File: config.mk
export PLATFORM = sky130hd
export DESIGN_NAME = ov7670_fifo_capture
export DESIGN_NICKNAME = d
export VERILOG_FILES = /design/src/rtl/ov7670_fifo_capture.sv
export SDC_FILE = /design/constraint.sdc
export NUM_CORES = 1
export LEC_CHECK = 0
export CAP_MARGIN = 15
export CORE_UTILIZATION = 25
export DETAILED_ROUTE_END_ITERATION = 8
export GPL_ROUTABILITY_DRIVEN = 0
export PLACE_DENSITY = 0.39
export SLEW_MARGIN = 20
export SYNTH_ARGS = -nofsm -noshare
export SYNTH_HDL_FRONTEND = slang
export SYNTH_SLANG_ARGS = --single-unit
File: constraint.sdc
create_clock -name MAX10_CLK1_50 -period 2.5 [get_ports MAX10_CLK1_50]
set_input_delay 0.25 -clock MAX10_CLK1_50 [delete_from_list [all_inputs] [get_ports MAX10_CLK1_50]]
set_output_delay 0.25 -clock MAX10_CLK1_50 [all_outputs]
set_load 0.03 [all_outputs]
File: src/rtl/ov7670_fifo_capture.sv
// OV7670 + AL422B frame FIFO controller: camera power-up, one-frame capture gated by vsync,
// and paced FIFO readout as a valid/ready byte stream with line/frame markers.
module ov7670_fifo_capture #(
    parameter int PWRUP_CYCLES  = 50_000,
    parameter int RCLK_HALF     = 2,
    parameter int LINE_BYTES    = 1280,
    parameter int FRAME_LINES   = 480,
    parameter int WRST_CYCLES   = 4,
    parameter int VSYNC_TIMEOUT = 5_000_000
) (
    input  logic        MAX10_CLK1_50,
    input  logic        reset_n,
    input  logic        cam_vsync,
    input  logic [7:0]  cam_d,
    input  logic        capture_req,
    input  logic        continuous,
    input  logic        out_ready,
    output logic        cam_reset_n,
    output logic        cam_pwdn,
    output logic        cam_we,
    output logic        cam_wrst_n,
    output logic        cam_rrst_n,
    output logic        cam_oe_n,
    output logic        cam_rclk,
    output logic [7:0]  out_data,
    output logic        out_valid,
    output logic        out_sol,
    output logic        out_eol,
    output logic        out_eof,
    output logic        idle,
    output logic        timeout_err,
    output logic [15:0] frame_count
);

    localparam int CNT_MAX = (PWRUP_CYCLES > WRST_CYCLES)
                           ? ((PWRUP_CYCLES > RCLK_HALF) ? PWRUP_CYCLES : RCLK_HALF)
                           : ((WRST_CYCLES > RCLK_HALF) ? WRST_CYCLES : RCLK_HALF);
    localparam int CW = (CNT_MAX > 1)       ? $clog2(CNT_MAX)       : 1;
    localparam int TW = (VSYNC_TIMEOUT > 1) ? $clog2(VSYNC_TIMEOUT) : 1;
    localparam int XW = (LINE_BYTES > 1)    ? $clog2(LINE_BYTES)    : 1;
    localparam int YW = (FRAME_LINES > 1)   ? $clog2(FRAME_LINES)   : 1;

    localparam logic [CW-1:0] PWRUP_LD = CW'(PWRUP_CYCLES - 1);
    localparam logic [CW-1:0] WRST_LD  = CW'(WRST_CYCLES - 1);
    localparam logic [CW-1:0] HALF_LD  = CW'(RCLK_HALF - 1);
    localparam logic [TW-1:0] TMO_LD   = TW'(VSYNC_TIMEOUT - 1);
    localparam logic [XW-1:0] X_LAST   = XW'(LINE_BYTES - 1);
    localparam logic [YW-1:0] Y_LAST   = YW'(FRAME_LINES - 1);

    // state   | meaning
    // POWERUP | camera held in reset/power-down for PWRUP_CYCLES
    // IDLE    | waiting for capture_req or continuous
    // ARM     | waiting for vsync rise that starts the frame (timeout guarded)
    // WRST    | FIFO write pointer reset, write enable already on
    // WRITE   | camera filling FIFO until the next vsync rise (timeout guarded)
    // RRST    | FIFO read pointer reset with one full rclk period
    // READ    | one rclk per byte, paced by out_ready
    // DONE    | frame delivered, count it and re-arm or go idle
    typedef enum logic [2:0] {
        S_POWERUP, S_IDLE, S_ARM, S_WRST, S_WRITE, S_RRST, S_READ, S_DONE
    } state_t;

    state_t          state_q;
    logic [CW-1:0]   cnt_q;
    logic [TW-1:0]   tmo_q;
    logic [XW-1:0]   x_q;
    logic [YW-1:0]   y_q;
    logic            last_q;
    logic            rr_hi_q;
    logic            vs_s1_q, vs_s2_q, vs_s3_q;
    logic            vs_rise;

    logic            cam_reset_n_q, cam_pwdn_q, cam_we_q, cam_wrst_n_q;
    logic            cam_rrst_n_q, cam_oe_n_q, rclk_q;
    logic [7:0]      out_data_q;
    logic            out_valid_q, out_sol_q, out_eol_q, out_eof_q;
    logic            idle_q, timeout_err_q;
    logic [15:0]     frame_count_q;

    assign vs_rise = vs_s2_q & ~vs_s3_q;

    always_ff @(posedge MAX10_CLK1_50 or negedge reset_n) begin
        if (!reset_n) begin
            state_q       <= S_POWERUP;
            cnt_q         <= PWRUP_LD;
            tmo_q         <= TMO_LD;
            x_q           <= '0;
            y_q           <= '0;
            last_q        <= 1'b0;
            rr_hi_q       <= 1'b0;
            vs_s1_q       <= 1'b0;
            vs_s2_q       <= 1'b0;
            vs_s3_q       <= 1'b0;
            cam_reset_n_q <= 1'b0;
            cam_pwdn_q    <= 1'b1;
            cam_we_q      <= 1'b0;
            cam_wrst_n_q  <= 1'b1;
            cam_rrst_n_q  <= 1'b1;
            cam_oe_n_q    <= 1'b1;
            rclk_q        <= 1'b0;
            out_data_q    <= 8'h00;
            out_valid_q   <= 1'b0;
            out_sol_q     <= 1'b0;
            out_eol_q     <= 1'b0;
            out_eof_q     <= 1'b0;
            idle_q        <= 1'b0;
            timeout_err_q <= 1'b0;
            frame_count_q <= 16'h0000;
        end else begin
            vs_s1_q <= cam_vsync;
            vs_s2_q <= vs_s1_q;
            vs_s3_q <= vs_s2_q;

            case (state_q)
                S_POWERUP: begin
                    if (cnt_q == '0) begin
                        cam_pwdn_q    <= 1'b0;
                        cam_reset_n_q <= 1'b1;
                        idle_q        <= 1'b1;
                        state_q       <= S_IDLE;
                    end else begin
                        cnt_q <= cnt_q - 1'b1;
                    end
                end
                S_IDLE: begin
                    if (capture_req || continuous) begin
                        if (capture_req) timeout_err_q <= 1'b0;
                        idle_q  <= 1'b0;
                        tmo_q   <= TMO_LD;
                        state_q <= S_ARM;
                    end
                end
                S_ARM: begin
                    if (vs_rise) begin
                        cam_wrst_n_q <= 1'b0;
                        cam_we_q     <= 1'b1;
                        cnt_q        <= WRST_LD;
                        state_q      <= S_WRST;
                    end else if (tmo_q == '0) begin
                        timeout_err_q <= 1'b1;
                        idle_q        <= 1'b1;
                        state_q       <= S_IDLE;
                    end else begin
                        tmo_q <= tmo_q - 1'b1;
                    end
                end
                S_WRST: begin
                    if (cnt_q == '0) begin
                        cam_wrst_n_q <= 1'b1;
                        tmo_q        <= TMO_LD;
                        state_q      <= S_WRITE;
                    end else begin
                        cnt_q <= cnt_q - 1'b1;
                    end
                end
                S_WRITE: begin
                    if (vs_rise) begin
                        cam_we_q     <= 1'b0;
                        cam_rrst_n_q <= 1'b0;
                        cam_oe_n_q   <= 1'b0;
                        rclk_q       <= 1'b0;
                        cnt_q        <= '0;
                        rr_hi_q      <= 1'b0;
                        x_q          <= '0;
                        y_q          <= '0;
                        last_q       <= 1'b0;
                        state_q      <= S_RRST;
                    end else if (tmo_q == '0) begin
                        cam_we_q      <= 1'b0;
                        timeout_err_q <= 1'b1;
                        idle_q        <= 1'b1;
                        state_q       <= S_IDLE;
                    end else begin
                        tmo_q <= tmo_q - 1'b1;
                    end
                end
                S_RRST: begin
                    // rrst_n is low a full clock before rclk rises so the FIFO sees it with setup
                    if (cnt_q != '0) begin
                        cnt_q <= cnt_q - 1'b1;
                    end else if (!rclk_q && !rr_hi_q) begin
                        rclk_q  <= 1'b1;
                        rr_hi_q <= 1'b1;
                        cnt_q   <= HALF_LD;
                    end else if (rclk_q) begin
                        rclk_q <= 1'b0;
                        cnt_q  <= HALF_LD;
                    end else begin
                        cam_rrst_n_q <= 1'b1;
                        cnt_q        <= '0;
                        state_q      <= S_READ;
                    end
                end
                S_READ: begin
                    if (out_valid_q && out_ready) begin
                        out_valid_q <= 1'b0;
                        if (out_eof_q) state_q <= S_DONE;
                    end
                    if (cnt_q != '0) begin
                        cnt_q <= cnt_q - 1'b1;
                    end else if (rclk_q) begin
                        // end of the high phase: FIFO output has settled since the rising edge
                        rclk_q      <= 1'b0;
                        cnt_q       <= HALF_LD;
                        out_data_q  <= cam_d;
                        out_valid_q <= 1'b1;
                        out_sol_q   <= (x_q == '0);
                        out_eol_q   <= (x_q == X_LAST);
                        out_eof_q   <= (x_q == X_LAST) && (y_q == Y_LAST);
                        if (x_q == X_LAST) begin
                            x_q <= '0;
                            if (y_q == Y_LAST) begin
                                y_q    <= '0;
                                last_q <= 1'b1;
                            end else begin
                                y_q <= y_q + 1'b1;
                            end
                        end else begin
                            x_q <= x_q + 1'b1;
                        end
                    end else if (!last_q && !(out_valid_q && !out_ready)) begin
                        rclk_q <= 1'b1;
                        cnt_q  <= HALF_LD;
                    end
                end
                S_DONE: begin
                    cam_oe_n_q    <= 1'b1;
                    frame_count_q <= frame_count_q + 1'b1;
                    last_q        <= 1'b0;
                    if (continuous) begin
                        tmo_q   <= TMO_LD;
                        state_q <= S_ARM;
                    end else begin
                        idle_q  <= 1'b1;
                        state_q <= S_IDLE;
                    end
                end
                default: state_q <= S_POWERUP;
            endcase
        end
    end

    assign cam_reset_n = cam_reset_n_q;
    assign cam_pwdn    = cam_pwdn_q;
    assign cam_we      = cam_we_q;
    assign cam_wrst_n  = cam_wrst_n_q;
    assign cam_rrst_n  = cam_rrst_n_q;
    assign cam_oe_n    = cam_oe_n_q;
    assign cam_rclk    = rclk_q;
    assign out_data    = out_data_q;
    assign out_valid   = out_valid_q;
    assign out_sol     = out_sol_q;
    assign out_eol     = out_eol_q;
    assign out_eof     = out_eof_q;
    assign idle        = idle_q;
    assign timeout_err = timeout_err_q;
    assign frame_count = frame_count_q;

endmodule

* Word-level counts from Yosys, hierarchy flattened
Cells that the tools add are included.
** Word-level totals
- Bits in registers :: 104
- Bits of input ports :: 14
- Memories :: 0
- Memory bits (writable) :: 0
- Latch bits :: 0
- Logic and storage cells :: 188
- Memory bits (read-only) :: 0
** Cells by class
- Magnitude comparators :: 0
- Reductions and logical operators :: 45
- Bitwise logic cells :: 3
- $mul :: 0
- Divide/modulo/power cells :: 0
- Equality and inequality tests :: 33
- Mux-type cells :: 77
- Shift operators :: 0
- Add/sub/neg operators :: 5
** Operators with widths (number)
- 23-bit 2-to-1 mux :: 5
- 16-bit 2-to-1 mux :: 7
- 23-bit case mux with 4 select lines :: 1
- 16-bit case mux with 5 select lines :: 1
- 9-bit 2-to-1 mux :: 5
- 11-bit 2-to-1 mux :: 4
- 2-bit != test, second input constant :: 21
- 3-bit 2-to-1 mux :: 11
- 1-bit 2-to-1 mux :: 30
- 3-bit case mux with 8 select lines :: 1
- 23-bit logical NOT :: 1
- 23-bit by 1-bit subtractor with 23-bit output, second input constant :: 1
- 11-bit case mux with 2 select lines :: 1
- 5-bit AND reduction :: 4
- 9-bit case mux with 2 select lines :: 1
- 6-bit AND reduction :: 3
- 16-bit by 1-bit adder with 16-bit output, second input constant :: 1
- 16-bit logical NOT :: 1
- 16-bit nonzero test :: 1
- 16-bit by 1-bit subtractor with 16-bit output, second input constant :: 1
- 3-bit == test, second input constant :: 4
- 1-bit case mux with 2 select lines :: 6
- 4-bit AND reduction :: 3
- 2-bit nonzero test :: 6
- other kinds (26) :: 43

* Depth between registers and ports, before layout
- Depth in word-level cells :: 8
- Gate-level depth with buffers :: 10
- Depth with buffers taken out :: 8

* Worst setup path after synthesis
No wires, ideal clock.
- Kind :: reg-to-reg
- From :: register x_q[0]
- To :: register y_q[8]
- Library setup time :: 0.110 ns
- Data arrival time :: 2.498 ns
- Cell stages (with the launch flop) :: 9
- Slack :: -0.108 ns
- Cell sequence :: dfrtp_1 -> ha_1 -> and4_1 -> nand4_1 -> o31ai_1 -> nand2b_4 -> or2_0 -> clkbuf_1 -> o41ai_1
** Between the ends
- Word-level cells in the longest chain between the ends :: 3
** Ends and longest elaborated chain
- from (decl) :: line 66 : logic [XW-1:0] x_q;
- from (signal assigned) :: line 219 : x_q <= x_q + 1'b1;
- 11-bit == test :: line 210 : if (x_q == X_LAST) begin
- 2-bit != test (no line)
- 5-bit AND reduction (no line)
- to (signal assigned) :: line 216 : y_q <= y_q + 1'b1;
- to (decl) :: line 67 : logic [YW-1:0] y_q;
Every way passes these cells.
A chain may end at the register's enable or synchronous reset.

* Final worst setup path
- From :: register cnt_q[0]
- To :: register state_q[1]
** Between the ends
- Word-level cells in the longest chain between the ends :: 3
- Elaborated cells on any way between the ends :: 6
- Those cells by class :: eq/ne (3); reduce/logical (3)
** Ends and longest elaborated chain
- from (decl) :: line 64 : logic [CW-1:0] cnt_q;
- from (signal assigned) :: line 122 : cnt_q <= cnt_q - 1'b1;
- from (signal assigned) :: line 153 : cnt_q <= cnt_q - 1'b1;
- from (signal assigned) :: line 180 : cnt_q <= cnt_q - 1'b1;
- 16-bit nonzero test / 16-bit logical NOT (equally long branches) :: line 179, 116, 148
- 2-bit != test (no line)
- 8-bit AND reduction (no line) *
- to (signal assigned) :: line 172 : state_q <= S_IDLE;
- to (signal assigned) :: line 191 : state_q <= S_READ;
- to (signal assigned) :: line 197 : if (out_eof_q) state_q <= S_DONE;
- to (decl) :: line 63 : state_t state_q;
Every way passes the cells marked *; elsewhere a longest branch is shown, timed or not.

==> run summary <==
The total non-filler cell area in the finished layout is 7727 sq um. The clock transition time at the flip-flop clock pins of the worst setup and hold paths is roughly 0.070 ns. The compound-cell area share of the yosys netlist is 16.72%.

The wire length of the first global-routing pass came out at 26070 microns. TritonCTS built the clock tree. The total of buffers placed on input and output ports is 50.

The post-synthesis share of cell area spent on full adders, half adders and majority gates came out at 1.363%. The total I/O pin count is a little over 50. The highest fanout seen on the critical path came out at 5. The clock root buffer is clkbuf_16.

The number of sinks on the clock net came out at 104. The commonest non-fill, non-tap cell in the layout is dfrtp_1. For this run, asynchronously set or reset flops after synthesis account for 100.0%. The routed layout has 4994 vias.

The maximum level of the CTS H-tree is 3. The placement row count came out at 53. The number of nets in the final layout came out at 743. Yosys mapped a number of flops with a built-in enable equal to 0.

The post-synthesis sequential area ratio is between 40% and 50%. The time the worst path needs with I/O delays and setup is 2.543 ns. Measured along the x axis, the die boundary spans 150.4 microns. During synthesis, Yosys emitted a total of 0 warnings.

The xor/xnor cell area share of the yosys netlist is 4.134%. Among all flip-flop cells after synthesis, the most frequent one is dfrtp_1. The critical path goes through inv_2 -> ha_4 -> or4b_4 -> or4_4 -> buf_8 -> buf_12 -> a21o_1 -> a311oi_2 -> nand3_1 -> o211ai_1. Counting along the longest clock path gives a buffer depth of 2. Of the total synthesized cell area, the portion taken by AND, OR, NAND and NOR gates is 24.89%. For this design the ratio of total power to cell area is around 860 nW/um^2. The critical path start-end classification is reg2reg. The synthesized netlist cell count is 593. The slew at the pin closest to its max-slew limit is approximately 0.71 ns.

The final wirelength came out at 16350 microns. The multiplexer area fraction after synthesis is 2.226%. The die height is roughly 150 microns. The residual DRC count came out at 0. Setup repair after global routing could not meet its margin everywhere. The area of the die is 22630 sq um. The number of hold-slack violations in the final timing report came out at 0. The number of maximum-capacitance violations came out at 0. The final count of pins violating max slew came to 0.

The average size of a mapped cell is 9.290 sq um. The worst setup path is launched from a register. The detailed router's first-iteration violation count is 259. The total standard cell area after synthesis is 5509 sq um. The maximum achievable frequency is 393.3 MHz.

After synthesis the netlist holds a flip-flop and latch count of 104. The final reports fail on negative setup slack. In the layout the commonest cells are 78 x dfrtp_1, 73 x buf_4, 52 x nand2_1, 49 x o21ai_0, 49 x clkdlybuf4s50_1. The total negative slack is -0.04254 ns. The leakage power summed over all cells is 3.124 nW.

The detail-routed net length per standard cell is 16.30 microns. The final worst-path setup slack is -0.04254 ns. The net count of the mapped netlist is 613. The HPWL after detailed placement is 10950 microns. The number of iterations in the first detailed-routing pass is 5. The layout overhead on the synthesized area came out at 40.27%. The core outline area is 21290 sq um.

The via count of the first global-routing pass is around 5000. Entering global routing, the biggest net connects 56 pins. The count of nets left with antenna violations once routing finished came out at 0.

The number of placed instances, taps included, is 966. The total of endpoints with negative setup slack in the final report came out at 1. The final worst-path cycle share is 101.7%. The length in cells of the worst reg-to-reg path is 10. The number of antenna violations at the first check in global routing came to 0. After the flow finishes, the layout carries non-filler instances totaling roughly 1000. In this run the critical register-to-register path is launched from cnt_q[0]$_DFFE_PN1P_.

The fraction of final layout cells with drive strength greater than 1 is between 20 and 30%. After global routing the overflow that remains totals 0. The class of the worst hold path is in2async. The number of different library cells used by synthesis comes to 64.

The effective utilization at floorplan is 25.88%. The clock network latency to the later pin of the worst-skew pair is about 0.35 ns. The source of the critical timing path is cnt_q[0]$_DFFE_PN1P_. The largest incremental delay on the critical path came out at 0.49 ns. The worst-case vdd ir drop is roughly 0.36 mV.

The number of antenna diodes in the final layout is 0. The tightest hold path in the finished design has a slack of 0.3338 ns. Measured against its own limit, the worst slew margin works out to 52.83%. The data required time of the critical path is between 2 and 3 ns. The run finished, with violations left.

Between clock sinks in the finished design, the worst skew comes to 0.008716 ns. The post-placement worst setup slack is -0.1505 ns. The data arrival time of the worst path came out at 2.81 ns.

The number of clock buffers added by TritonCTS is 9. The routed via count divided by cell count came out at 4.979. The critical path endpoint category is a register. Global routing consumed, over all layers together, 14.84% of the routing resources. After synthesis, the largest family of logic cells by area is simple AND/OR/NAND/NOR gates. The slowest stage of the critical path is the or4_4 cell. The post-place instance area is 6824 sq um.
## through the flow
| step | power (W) | utilization (%) |
|---|---|---|
| floorplan | 0.003546 | - |
| global placement | 0.004537 | 32.06 |
| detailed placement | 0.004561 | 32.06 |
| CTS | 0.006609 | 35.15 |
| global route | 0.007092 | 36.30 |
| finish | 0.006664 | 36.30 |
## routing by layer
layer | GRT usage, % | share of wire [%]
met5 | 0 | 0
met1 | 20.20 | 48
met2 | 23.85 | 47
met4 | 3.636 | 1.4
met3 | 3.121 | 3.3
## what timing repair did
| action | CTS | global route |
|---|---|---|
| hold buffers | 1 | 0 |
| hold endpoints to repair | 12 | 0 |
| resized for setup | 45 | 76 |
| setup endpoints to repair | 41 | 48 |
| cloned | 3 | 3 |
| pin swaps | 6 | 36 |
| buffers inserted | 12 | 7 |
## flip-flops by register name, summed over array words and instances (netlist names), 3 cells and up
name         flops
frame_count     16
y_q              9
cnt_q           16
tmo_q           23
state_q          3
x_q             11
out_data         8
## area by class of cell
class	count	area [sq um]
Timing Repair Buffer	139	1276
Inverter	16	60.06
Clock inverter	4	52.55
Clock buffer	12	236.5
Fill cell	2127	13560
Tap cell	275	344.1
Sequential cell	104	2635
Multi-Input combinational cell	453	3123
## Yosys cell counts (2+ instances only)
master    instances  area, sq um
or3_1            18        112.6
nand3_1          28        140.1
nand2_1          53        198.9
xor2_1            7        61.31
o211ai_1          3        22.52
o31ai_1          13        97.59
nor2b_1           6        37.54
a211oi_1          3        22.52
a31oi_1           5        31.28
nor4_4            2        42.54
a22oi_1           3        22.52
clkbuf_1         15        56.30
or4_1             7        52.55
and4_1            3        26.28
or2_2             4        25.02
nor4_1           12        75.07
o221ai_1          3        26.28
and3_1           10        62.56
a21oi_1          28        140.1
nor4b_1           2        17.52
o21ai_0          72        360.4
a21o_1            5        37.54
a21boi_0          2        15.01
or4b_2            2        20.02
nor2_1           54        202.7
dfrtp_1          78         1952
nand4_1          12        75.07
inv_1            16        60.06
buf_4             2        15.01
buf_2             2        10.01
o41ai_1           2        17.52
ha_1              6        75.07
o22ai_1           3        18.77
xnor2_1          19        166.4
nor3_1           17        85.08
nand2b_1         14        87.58
mux2_2           10        112.6
dfstp_2          26        683.2
## worst max-delay path, delay by kind of cell, from the launching register on
family                     cells  cell delay (ns)
AOI/OAI and AO/OA              3             0.53
adders and majority gates      1             0.13
DFF                            1             0.37
buffers and inverters          3             0.36
and+or+nand+nor                3             1.06
## final timing paths
check	end	slack [ns]
worst max-delay path	state_q[1]$_DFFE_PN0P_	-0.04
max in group asynchronous	cnt_q[3]$_DFFE_PN1P_	1.42
worst min-delay path	out_data[2]$_DFFE_PN0P_	0.33
worst max register to register	state_q[1]$_DFFE_PN0P_	-0.04
worst min register to register	vs_s2_q$_DFF_PN0_	0.35
min in group MAX10_CLK1_50	vs_s1_q$_DFF_PN0_	0.35
## power breakdown
group	switching [W]	total, W	internal (W)
logic	0.00172	0.00306	0.00135
clock network	0.000656	0.00144	0.000784
registers	0.000197	0.00216	0.00196
total	0.00257	0.00666	0.00410
## kinds of logic after synthesis
group | after synthesis
and+or+nand+nor | 256
buffers and inverters | 37
muxes | 11
xor gates and xnor gates | 26
adders and majority gates | 6
AOI/OAI and AO/OA | 153
DFF | 104
No activity file was read; power rests on OpenSTA's default activity.
